`config.mk`:
```
export PLATFORM = sky130hd
export DESIGN_NAME = pp_row_accumulator
export DESIGN_NICKNAME = d
export VERILOG_FILES = /design/src/rtl/pp_acc_pkg.sv /design/src/rtl/pp_shift_adder.sv /design/src/rtl/pp_row_accumulator.sv
export SDC_FILE = /design/constraint.sdc
export NUM_CORES = 1
export LEC_CHECK = 0
export CAP_MARGIN = 0
export CORE_ASPECT_RATIO = 0.5
export CORE_UTILIZATION = 40
export CTS_CLUSTER_SIZE = 24
export DETAILED_ROUTE_END_ITERATION = 8
export PLACE_DENSITY = 0.71
export SLEW_MARGIN = 5
export SYNTH_ARGS = -nofsm -noshare
export SYNTH_HDL_FRONTEND = slang
export SYNTH_HIERARCHICAL = 1
export SYNTH_SLANG_ARGS = --single-unit
```
`constraint.sdc`:
```
create_clock -name clk -period 4.68 [get_ports clk]
set_input_delay 0.702 -clock clk [delete_from_list [all_inputs] [get_ports clk]]
set_output_delay 0.702 -clock clk [all_outputs]
set_load 0.02 [all_outputs]
```
`src/rtl/pp_acc_pkg.sv`:
```
// Shared types and width helpers for the partial-product row accumulator.
// Optional parity output is enabled in the top by defining PP_ACC_PARITY_EN.
package pp_acc_pkg;

   localparam int unsigned PP_W = 4;

   typedef enum logic [1:0] {
      IDLE  = 2'd0,
      ACCUM = 2'd1,
      DONE  = 2'd2
   } state_e;

   // Product width: the sum of W shifted W-bit rows fits in 2W bits.
   function automatic int unsigned pp_pw(input int unsigned w);
      return 2 * w;
   endfunction

   // Row counter width, never narrower than one bit.
   function automatic int unsigned pp_cw(input int unsigned w);
      return (w > 1) ? int'($clog2(w)) : 1;
   endfunction

   localparam int unsigned PP_PW = pp_pw(PP_W);
   localparam int unsigned PP_CW = pp_cw(PP_W);

endpackage

```
`src/rtl/pp_shift_adder.sv`:
```
// Combinational shift-add step: sum_c = acc + (zero-extended row << shift).
module pp_shift_adder
   import pp_acc_pkg::*;
#(
   parameter int unsigned W  = PP_W,
   parameter int unsigned PW = pp_pw(W),
   parameter int unsigned CW = pp_cw(W)
) (
   input  logic [PW-1:0] acc,
   input  logic [W-1:0]  row,
   input  logic [CW-1:0] shift,
   output logic [PW-1:0] sum_c
);

   logic [PW-1:0] row_ext_c;

   always_comb begin
      row_ext_c = PW'(row);
      sum_c     = acc + (row_ext_c << shift);
   end

endmodule

```
`src/rtl/pp_row_accumulator.sv`:
```
// Sequential shift-add summation of W partial-product rows into a 2W-bit product.
// Define PP_ACC_PARITY_EN to add a registered XOR-reduce of the product (parity).
module pp_row_accumulator
   import pp_acc_pkg::*;
#(
   parameter int unsigned W = PP_W
) (
   input  logic             clk,
   input  logic             rst,
   input  logic             in_valid,
   output logic             in_ready,
   input  logic [W*W-1:0]   pp_rows,
   output logic             out_valid,
   input  logic             out_ready,
   output logic [2*W-1:0]   product,
   output logic             busy
`ifdef PP_ACC_PARITY_EN
  ,output logic             parity
`endif
);

   localparam int unsigned PW = pp_pw(W);
   localparam int unsigned CW = pp_cw(W);

   state_e          state_q;
   state_e          state_d;
   logic [W*W-1:0]  rows_q;
   logic [PW-1:0]   acc_q;
   logic [CW-1:0]   cnt_q;
   logic [W-1:0]    row_c;
   logic [PW-1:0]   sum_c;
   logic            last_c;
   logic            load_c;
   logic            step_c;
   logic            capture_c;
   logic            in_ready_d;
   logic            out_valid_d;
   logic            busy_d;

   // State register
   always_ff @(posedge clk) begin
      if (rst) begin
         state_q <= IDLE;
      end else begin
         state_q <= state_d;
      end
   end

   // Next-state logic
   always_comb begin
      state_d = state_q;
      case (state_q)
         IDLE:    if (in_valid)  state_d = ACCUM;
         ACCUM:   if (last_c)    state_d = DONE;
         DONE:    if (out_ready) state_d = IDLE;
         default:                state_d = IDLE;
      endcase
   end

   // Control strobes and next values of the registered status outputs
   always_comb begin
      load_c      = 1'b0;
      step_c      = 1'b0;
      capture_c   = 1'b0;
      in_ready_d  = 1'b0;
      out_valid_d = 1'b0;
      busy_d      = 1'b0;
      load_c      = (state_q == IDLE) && in_valid;
      step_c      = (state_q == ACCUM);
      capture_c   = step_c && last_c;
      in_ready_d  = (state_d == IDLE);
      out_valid_d = (state_d == DONE);
      busy_d      = (state_d == ACCUM);
   end

   // Select the row addressed by the counter
   always_comb begin
      row_c = '0;
      for (int i = 0; i < int'(W); i++) begin
         if (cnt_q == CW'(i)) begin
            row_c = rows_q[i*W +: W];
         end
      end
      last_c = (cnt_q == CW'(W - 1));
   end

   pp_shift_adder #(
      .W  (W),
      .PW (PW),
      .CW (CW)
   ) u_shift_adder (
      .acc   (acc_q),
      .row   (row_c),
      .shift (cnt_q),
      .sum_c (sum_c)
   );

   // Operand capture, accumulator and row counter
   always_ff @(posedge clk) begin
      if (rst) begin
         rows_q <= '0;
         acc_q  <= '0;
         cnt_q  <= '0;
      end else if (load_c) begin
         rows_q <= pp_rows;
         acc_q  <= '0;
         cnt_q  <= '0;
      end else if (step_c) begin
         acc_q  <= sum_c;
         cnt_q  <= cnt_q + CW'(1);
      end
   end

   // Registered handshake/status outputs
   always_ff @(posedge clk) begin
      if (rst) begin
         in_ready  <= 1'b1;
         out_valid <= 1'b0;
         busy      <= 1'b0;
      end else begin
         in_ready  <= in_ready_d;
         out_valid <= out_valid_d;
         busy      <= busy_d;
      end
   end

   // Product is captured on the final accumulate edge and held until the next one
   always_ff @(posedge clk) begin
      if (rst) begin
         product <= '0;
      end else if (capture_c) begin
         product <= sum_c;
      end
   end

`ifdef PP_ACC_PARITY_EN
   always_ff @(posedge clk) begin
      if (rst) begin
         parity <= 1'b0;
      end else if (capture_c) begin
         parity <= ^sum_c;
      end
   end
`endif

endmodule
```
==> run metrics, run 1 <==
status=completed; total power=0.772 mW; Total Wirelength=4000 um; drt pass-1 iters=3; global-route usage over all layers=0.164; CP arrival=3.42 ns; area delta synth->final=20.8%; Routed wire per std cell=11.9 um; antenna viol nets, final=0; share of layout cells above drive strength 1=0.0554; Hold EP=rows_q[8]; clk_skew=0.00351 ns; Post-CTS Hold Fix Bufs=0; fill count=454; RSZ-0062 raised after global routing=no; CTS clock-pin slew for the worst setup and hold paths=0.08 ns; initial antenna violation count=0; crit path launch type=flop; cell count after synthesis=248; Routability Congestion=0.921; Final period util=0.703; post-synthesis adder-cell area fraction=0.0783; CTS tree=built; Final Hold Viols=0; Multi-input gate area=1110 sq um; worst hold path type=flop to flop; PortBufs=30; setup slack, reg-to-reg=1.39 ns; Post-CTS Setup Inserts=0; Rows=17; PD cells=317 nW/um^2; number of synthesized register bits=39; Layout Nets=302; TNS Setup=0 ns; n_diodes=0; Reg area=781 sq um; unique cell type count in the Yosys netlist=36; Die Wd=102 um; Slew headroom=0.343; mux cell area share after synthesis=0.0497; die height=52.2 um; Max Freq=0.304 GHz; clk root buf=clkbuf_8; r2r worst-path depth=14; Synth Area in XOR/XNOR=0.0217; Reg-to-Reg Start=cnt_q[1]; VDD IR-drop max=0.139 mV; via count=1631; number of global-route vias before repair=1519; Synth Area in Compound Gates=0.152; final worst path period need=3.29 ns; level count of the clock H-tree=2; register area share after synthesis=0.388; gr ovfl total=0; initial cell density of the core=0.436; Area after DPL=2300 sq um; Inserted Clock Buffers=5; reg2reg end=product[6]; DP HPWL=3010 um; Ports=31; CP Data Required Time=4.81 ns; DRC viols=0; endpoint class of the critical path=flop; Least-Margin Pin Slew=0.982 ns; Skew-Pair Late Insertion Delay=0.29 ns; # clock sinks=39; Avg Inst Size Synth=8.12 sq um; Post-Syn Area=2010 sq um; Longest Clk Path Bufs=2; DR vias/cell=4.84; Worst Hold Depth=2; Core ar.=4620 sq um; die footprint=5340 sq um; first-pass GRT wire length=6640 um; Iter 0 DRT Violations=53; Crit Path Class=flop to flop; Max-cap violations=0; Pleak=0.906 nW; Post-Syn Nets=280; critical path peak fanout=12; Hold Crit Start=rows_q[8]; main combinational cell family by area after synthesis=simple AND/OR/NAND/NOR gates; Setup-failing EPs final=0; Ys Warns=6; largest net degree at the start of global routing=30; Synth Area in Simple Gates=0.248; post-route cell area=2430 sq um; post-cts resize count=0; Final Max Slew Viols=0
## through the flow
| step | hold WS (ns) | utilization | std cells | worst slack, ns |
|---|---|---|---|---|
| finish | 0.452 | 0.527 | 337 | 1.39 |
| global route | 0.475 | 0.527 | 337 | 1.09 |
| CTS | 0.456 | 0.527 | 337 | 1.40 |
| detailed placement | 0.446 | 0.499 | 329 | 1.44 |
| global placement | 0.447 | 0.499 | 329 | 1.55 |
| floorplan | 0.431 | - | 248 | 1.95 |
## where the power goes
| part | switching, mW | internal [mW] | total [mW] |
|---|---|---|---|
| logic | 0.0467 | 0.0414 | 0.0881 |
| clock network | 0.117 | 0.213 | 0.330 |
| registers | 0.00959 | 0.344 | 0.354 |
## flip-flops by register name, indices dropped and copies added (netlist names)
| name | count |
|---|---|
| busy | 1 |
| rows_q | 16 |
| out_valid | 1 |
| cnt_q | 2 |
| state_q | 2 |
| acc_q | 8 |
| product | 8 |
| in_ready | 1 |
## cells by family (layout without fill, tap and decap cells)
logic type / after synthesis / in the layout
fa+ha+maj: 12 / 12
xor+xnor: 5 / 5
flops: 39 / 39
buf+inv: 23 / 46
simple gates: 107 / 107
mux: 10 / 10
compound gates: 52 / 52
## worst max-delay path: stages (launching register included)
cell and delay (ns):
dfxtp_1 0.55, inv_1 0.12, ha_1 0.28, nand3b_1 0.18, a31oi_1 0.25, mux2i_1 0.14
or2_2 0.32, fa_1 0.44, nor2b_1 0.13, o21ai_1 0.08, a21boi_1 0.23, mux2i_1 0.22
nand2_1 0.08, nand2_1 0.07, a21oi_1 0.06
## cell type report
| type | instances | area share |
|---|---|---|
| multi-input combinational | 186 | 0.455 |
| sequential | 39 | 0.321 |
| timing repair buffer | 30 | 0.123 |
| tap | 66 | 0.0339 |
| clock buffer | 6 | 0.0298 |
| clock inverter | 2 | 0.0247 |
| inverter | 8 | 0.0123 |
## synth_stat cells
master / n / area share
dfxtp_1: 39 / 0.39
nor2_1: 6 / 0.011
nor3b_4: 1 / 0.0093
fa_1: 1 / 0.0099
and3b_1: 1 / 0.0043
or2_2: 1 / 0.0031
xor2_1: 1 / 0.0043
and3_1: 1 / 0.0031
xnor2_1: 4 / 0.017
a21boi_1: 1 / 0.0037
nand4_1: 1 / 0.0031
nand2b_1: 9 / 0.028
a21oi_2: 2 / 0.0087
buf_2: 5 / 0.012
or3b_2: 1 / 0.0043
inv_1: 8 / 0.015
buf_4: 1 / 0.0037
o21ai_1: 1 / 0.0025
or3b_1: 1 / 0.0043
a211oi_1: 2 / 0.0075
o21ai_0: 1 / 0.0025
nand2_1: 72 / 0.13
nor3_1: 2 / 0.0050
ha_1: 11 / 0.068
nor2b_1: 4 / 0.012
mux2i_1: 10 / 0.050
a21o_1: 2 / 0.0075
nand3b_1: 5 / 0.019
o31ai_4: 1 / 0.011
clkbuf_1: 5 / 0.0093
a21oi_1: 37 / 0.092
a31oi_1: 4 / 0.012
a221oi_1: 1 / 0.0043
buf_6: 4 / 0.022
nand2b_2: 1 / 0.0043
nand2_2: 1 / 0.0031
## layer usage
layer,vias to the layer above,part of all wire,GRT usage
li1,866,-,-
met1,739,0.51,0.208
met2,20,0.45,0.266
met3,6,0.028,0.0373
met4,0,0.016,0.0857
met5,-,0,0
## worst max path at each step
stage                     cells after the start  slack (ns)          to      from
final                                        14        1.39  product[6]  cnt_q[1]
after global placement                       14        1.55  product[6]  cnt_q[1]
after floorplan                              14        1.95  product[6]  cnt_q[1]
after global routing                         13        1.09  product[6]  cnt_q[1]
after CTS                                    14        1.40  product[6]  cnt_q[1]
after detailed placement                     14        1.44  product[6]  cnt_q[1]
## layout by cell type, fill, tap and decap left out, types with 2 or more instances in the layout
cell	n
a21oi_2	2
a31oi_1	4
bufinv_16	2
ha_1	11
nor2b_1	4
nor2_1	6
a21o_1	2
a211oi_1	2
nor3_1	2
a21oi_1	37
xnor2_1	4
nand2b_1	9
clkdlybuf4s50_1	30
dfxtp_1	39
mux2i_1	10
inv_1	8
nand3b_1	5
nand2_1	72
clkbuf_8	5
Power figures use the tool's default switching activity.
==> run 2, diff against run 1 <==
==> constraint.sdc (replaced) <==
create_clock -name clk -period 3.2 [get_ports clk]
set_input_delay 0.48 -clock clk [delete_from_list [all_inputs] [get_ports clk]]
set_output_delay 0.48 -clock clk [all_outputs]
set_load 0.02 [all_outputs]
==> run 2 against run 1 <==
Effect of this change:
- die area unchanged
- maximum frequency rose by 9.9%
- via count rose by 2.9%
- largest power group unchanged
==> run metrics, run 2 (synthesized netlist as in run 1, its figures left out) <==
status=completed; endpoint class of the critical path=flop; most frequent cells in the layout=nand2_1 (72), a21oi_1 (37), dfxtp_1 (37); pre-CTS setup slack=0.174 ns (-1.27 ns); PortBufs=30 (unchanged); Max-cap violations=0 (unchanged); Layout Nets=305 (+0.99%); Post-CTS Hold Fix Bufs=0 (unchanged); gr ovfl total=0 (unchanged); Core ar.=4620 sq um (unchanged); initial cell density of the core=0.436 (unchanged); crit path launch type=flop; Longest Clk Path Bufs=2 (unchanged); share of layout cells above drive strength 1=0.0839 (+0.0286); die footprint=5340 sq um (unchanged); post-route cell area=2450 sq um (+0.67%); VDD IR-drop max=0.218 mV (+56%); Area after DPL=2320 sq um (+0.98%); final worst path period need=2.99 ns (-0.295 ns); max FFs per register=16 (unchanged); DRC viols=0 (unchanged); # clock sinks=39 (unchanged); Ports=31 (unchanged); antenna viol nets, final=0 (unchanged); clk_skew=0.0101 ns (+0.00656 ns); Least-Margin Pin Slew=0.757 ns (-0.225 ns); fill count=459 (+1.1%); Crit Path Class=flop to flop; critical path peak fanout=8 (-4); Iter 0 DRT Violations=77 (+45%); Final Hold Viols=0 (unchanged); Setup-failing EPs final=0 (unchanged); Pleak=0.915 nW (+1.0%); Top Registers=rows_q (16), acc_q (8), product (8); largest net degree at the start of global routing=18 (-40%); PD cells=439 nW/um^2 (+38%); Die Wd=102 um (unchanged); Total Wirelength=4130 um (+3.4%); Slew headroom=0.494 (+0.151); via count=1678 (+2.9%); final setup margin=0.207 ns (-1.18 ns); TNS Setup=0 ns (unchanged); level count of the clock H-tree=2 (unchanged); n_diodes=0 (unchanged); Skew-Pair Late Insertion Delay=0.29 ns (about the same); CP arrival=3.15 ns (-0.27 ns); Final period util=0.935 (+0.233); Routability Congestion=0.887 (-3.6%); initial antenna violation count=0 (unchanged); clk root buf=clkbuf_8; CP Data Required Time=3.36 ns (-1.45 ns); worst hold path type=flop to flop; Final Max Slew Viols=0 (unchanged); DR vias/cell=4.94 (+2.0%); Max Freq=0.334 GHz (+9.9%); Final Core Density=0.531 (+0.00352); global-route usage over all layers=0.173 (+0.00866); die height=52.2 um (unchanged); CTS clock-pin slew for the worst setup and hold paths=0.08 ns (about the same); first-pass GRT wire length=6910 um (+4.0%); DP HPWL=3100 um (+3.0%); Routed wire per std cell=12.2 um (+2.4%); Rows=17 (unchanged); most common cell after layout, fill and taps aside=nand2_1; CTS tree=built; area delta synth->final=21.6%; Biggest register=rows_q; Inserted Clock Buffers=5 (unchanged); drt pass-1 iters=4 (+1); number of global-route vias before repair=1560 (+2.7%)
-- run 2: final cells by class --
type	count	area, sq um	share of cell area
multi-input cells	186	1110	0.455
flip-flops and latches	39	783	0.320
repair buffers	33	323	0.132
clock buffers	6	82.6	0.0337
well taps	66	82.6	0.0337
clock inverters	2	35.0	0.0143
inverters	8	30.0	0.0123
-- run 2: final timing paths --
path / start / slack (ns) / cells after the start / to
min reg2reg: product[2] / 0.46 / 2 / product[2]
min: product[2] / 0.46 / 2 / product[2]
max reg2reg: cnt_q[1] / 0.21 / 14 / product[6]
max: cnt_q[1] / 0.21 / 14 / product[6]
-- run 2: timing repair --
item,CTS,global route
setup buffers,0,0
setup endpoints to repair,0,2
gates resized for setup,0,4
-- run 2: metrics by stage --
step                      cells  total power, mW  hold slack, ns
final                       340             1.07           0.456
after CTS                   340             1.08           0.459
after global routing        340             1.12           0.483
after detailed placement    332            0.660           0.448
after global placement      332            0.656           0.444
after floorplan             248            0.618           0.431
-- run 2: routing by layer --
metal,routed length (um),GRT usage
met1,2010,0.217
met2,1910,0.283
met3,192,0.0507
met4,23,0.0690
met5,0,0
-- run 2: power breakdown --
| part | switching [mW] | internal [mW] | total, mW | leakage (nW) |
|---|---|---|---|---|
| clock | 0.173 | 0.252 | 0.425 | 0.0612 |
| combinational | 0.0710 | 0.0628 | 0.134 | 0.536 |
| sequential | 0.0125 | 0.503 | 0.516 | 0.319 |
-- run 2: worst max-delay path, cell delays in order (launching register included) --
cell and delay [ns]:
dfxtp_2 0.38, inv_1 0.07, ha_1 0.24, nand3b_1 0.18, a31oi_1 0.25, mux2i_1 0.14, or2_2 0.33, fa_1 0.44
nor2b_1 0.12, o21ai_1 0.10, a21boi_2 0.19, mux2i_1 0.20, nand2_1 0.09, nand2_1 0.07, a21oi_1 0.05
==> run 3, diff against run 2 <==
--- a/config.mk
+++ b/config.mk
@@ -5,12 +5,14 @@
 export SDC_FILE = /design/constraint.sdc
 export NUM_CORES = 1
 export LEC_CHECK = 0
+export ABC_CLOCK_PERIOD_IN_PS = 3200
 export CAP_MARGIN = 0
 export CORE_ASPECT_RATIO = 0.5
-export CORE_UTILIZATION = 40
+export CORE_UTILIZATION = 53
 export CTS_CLUSTER_SIZE = 24
 export DETAILED_ROUTE_END_ITERATION = 8
-export PLACE_DENSITY = 0.71
+export PLACE_DENSITY = 0.88
+export SETUP_SLACK_MARGIN = 0.2
 export SLEW_MARGIN = 5
 export SYNTH_ARGS = -nofsm -noshare
 export SYNTH_HDL_FRONTEND = slang
==> run 3 against run 2 <==
Effect of this change:
- wire length rose by 23%
- critical endpoint unchanged
- utilization increased by 19 points
- setup slack got worse by 0.012 ns
- clock power rose by 1%
- final area is 3.3% higher
==> run metrics, run 3 (synthesized netlist as in run 1, its figures left out) <==
status=completed; switching portion of total power=0.249 (+0.0103); Finished Layout Cells=328 (-3.5%); Final Core Density=0.717 (+0.187); # placed instances=316 (-4.8%); DP HPWL=3090 um (-0.32%); internal power=0.825 mW (+0.73%); Final period util=0.939 (+0.00376); Skew-Pair Late Insertion Delay=0.30 ns (about the same); Final Hold Viols=0 (unchanged); Rows=15 (-2); Crit Path Class=flop to flop; gr ovfl total=0 (unchanged); most frequent cells in the layout=nand2_1 (72), a21oi_1 (37), dfxtp_1 (37); crit path launch type=flop; level count of the clock H-tree=2 (unchanged); via count=1825 (+8.8%); Slew headroom=0.461 (-0.0328); total power=1.10 mW (+2.1%); RSZ-0062 raised after global routing=yes; Max Freq=0.333 GHz (-0.40%); worst hold path type=flop to flop; Max-cap violations=0 (unchanged); Clk pwr share=0.392 (-0.003); Reg-to-Reg Start=cnt_q[0]; r2r worst-path depth=16 (+2); Top Registers=rows_q (16), acc_q (8), product (8); TNS Setup=0 ns (unchanged); DR vias/cell=5.56 (+13%); max FFs per register=16 (unchanged); Area after DPL=2300 sq um (-1.1%); reg2reg end=product[6]; CP Data Required Time=3.36 ns (about the same); die footprint=4070 sq um (-24%); Layout Nets=308 (+0.98%); Setup-failing EPs final=0 (unchanged); Post-CTS Hold Fix Bufs=0 (unchanged); Biggest register=rows_q; Least-Margin Pin Slew=0.806 ns (+0.0491 ns); PortBufs=30 (unchanged); final setup margin=0.195 ns (-0.0120 ns); combinational share of power=0.137 (+0.012); initial cell density of the core=0.571 (+0.134); Final Max Slew Viols=0 (unchanged); Inserted Clock Buffers=5 (unchanged); Ports=31 (unchanged); Iter 0 DRT Violations=95 (+23%); net load switching power=0.273 mW (+6.5%); Die Wd=89.2 um (-13%); Worst Hold Depth=2 (unchanged); sequential share of power=0.471 (-0.009); initial antenna violation count=0 (unchanged); Pleak=0.948 nW (+3.6%); PD cells=434 nW/um^2 (-1.2%); Routability Congestion=0.926 (+4.4%); clk_skew=0.00508 ns (-0.00499 ns); # clock sinks=39 (unchanged); first-pass GRT wire length=7610 um (+10%); most common cell after layout, fill and taps aside=nand2_1; number of global-route vias before repair=1689 (+8.3%); CTS clock-pin slew for the worst setup and hold paths=0.08 ns (about the same); Routed wire per std cell=15.5 um (+27%); endpoint class of the critical path=flop; Hold EP=rows_q[6]; critical path peak fanout=7 (-1); DRC viols=0 (unchanged); global-route usage over all layers=0.258 (+0.0849); antenna viol nets, final=0 (unchanged); fill count=247 (-46%); die height=45.6 um (-13%); VDD IR-drop max=0.279 mV (+28%); Total Wirelength=5080 um (+23%); final worst path period need=3.01 ns (+0.0120 ns); Longest Clk Path Bufs=2 (unchanged); n_diodes=0 (unchanged); share of layout cells above drive strength 1=0.123 (+0.0388); drt pass-1 iters=4 (unchanged); setup slack, reg-to-reg=0.19 ns (about the same); Hold Crit Start=rows_q[6]; largest net degree at the start of global routing=18 (unchanged); clk root buf=clkbuf_8; Core ar.=3530 sq um (-24%); CTS tree=built; post-route cell area=2530 sq um (+3.3%); area delta synth->final=25.7%; CP arrival=3.17 ns (+0.02 ns); pre-CTS setup slack=-0.00662 ns (-0.181 ns); WHS=0.466 ns (+0.00966 ns)
run 3: cell types whose count changed in the layout (fill, tap and decap cells not counted), moves of 2 or more:
cell,delta
dfxtp_2,-2
a31oi_1,-2
dfxtp_4,+2
ha_4,+2
buf_4,+2
ha_1,-3
a31oi_2,+2
run 3: how the worst max path moves through the flow:
stage          startpoint         end  depth (start not counted)
6_report         cnt_q[0]  product[6]                         16
5_1_grt          cnt_q[0]  product[6]                         16
4_1_cts          cnt_q[0]  product[6]                         15
3_5_place_dp     cnt_q[0]  product[6]                         13
3_3_place_gp     cnt_q[0]  product[6]                         13
2_1_floorplan    cnt_q[1]  product[6]                         14
run 3: timing repair:
action | CTS | global route
buffers inserted | 0 | 4
endpoints found under the setup margin | 9 | 10
gates resized for setup | 6 | 12
pin swaps | 1 | 4
run 3: worst max-delay path, cell delays in order, from the launching register on:
cell and delay [ns]:
dfxtp_4 0.39, inv_1 0.15, ha_2 0.24, nand3b_1 0.12, a31oi_2 0.24, nand2b_1 0.10, nor2_1 0.12, ha_1 0.21
inv_1 0.08, fa_2 0.36, nor2b_1 0.16, o21ai_1 0.11, a21boi_2 0.19, mux2i_1 0.19, nand2_1 0.08, nand2_1 0.07
a21oi_1 0.06
run 3: power by group through the flow:
stage | sequential [mW] | clock (mW) | combinational [mW]
2_1_floorplan | 0.524 | 0 | 0.0941
3_3_place_gp | 0.527 | 0 | 0.126
3_5_place_dp | 0.529 | 0 | 0.131
4_1_cts | 0.517 | 0.433 | 0.134
5_1_grt | 0.520 | 0.457 | 0.162
6_report | 0.517 | 0.430 | 0.150
run 3: layout make-up:
class	instances	area, sq um	area share
multi-input combinational	186	1170	0.464
sequential	39	788	0.311
timing repair buffer	36	358	0.141
clock buffer	6	82.6	0.0326
tap	51	63.8	0.0252
clock inverter	2	35.0	0.0138
inverter	8	30.0	0.0119
run 3: metal layers:
metal / vias to the layer above / track usage / share of wire
met5: - / 0 / 0
met4: 0 / 0.149 / 0.046
met3: 27 / 0.0580 / 0.047
met2: 70 / 0.447 / 0.49
met1: 849 / 0.303 / 0.42
li1: 879 / - / -
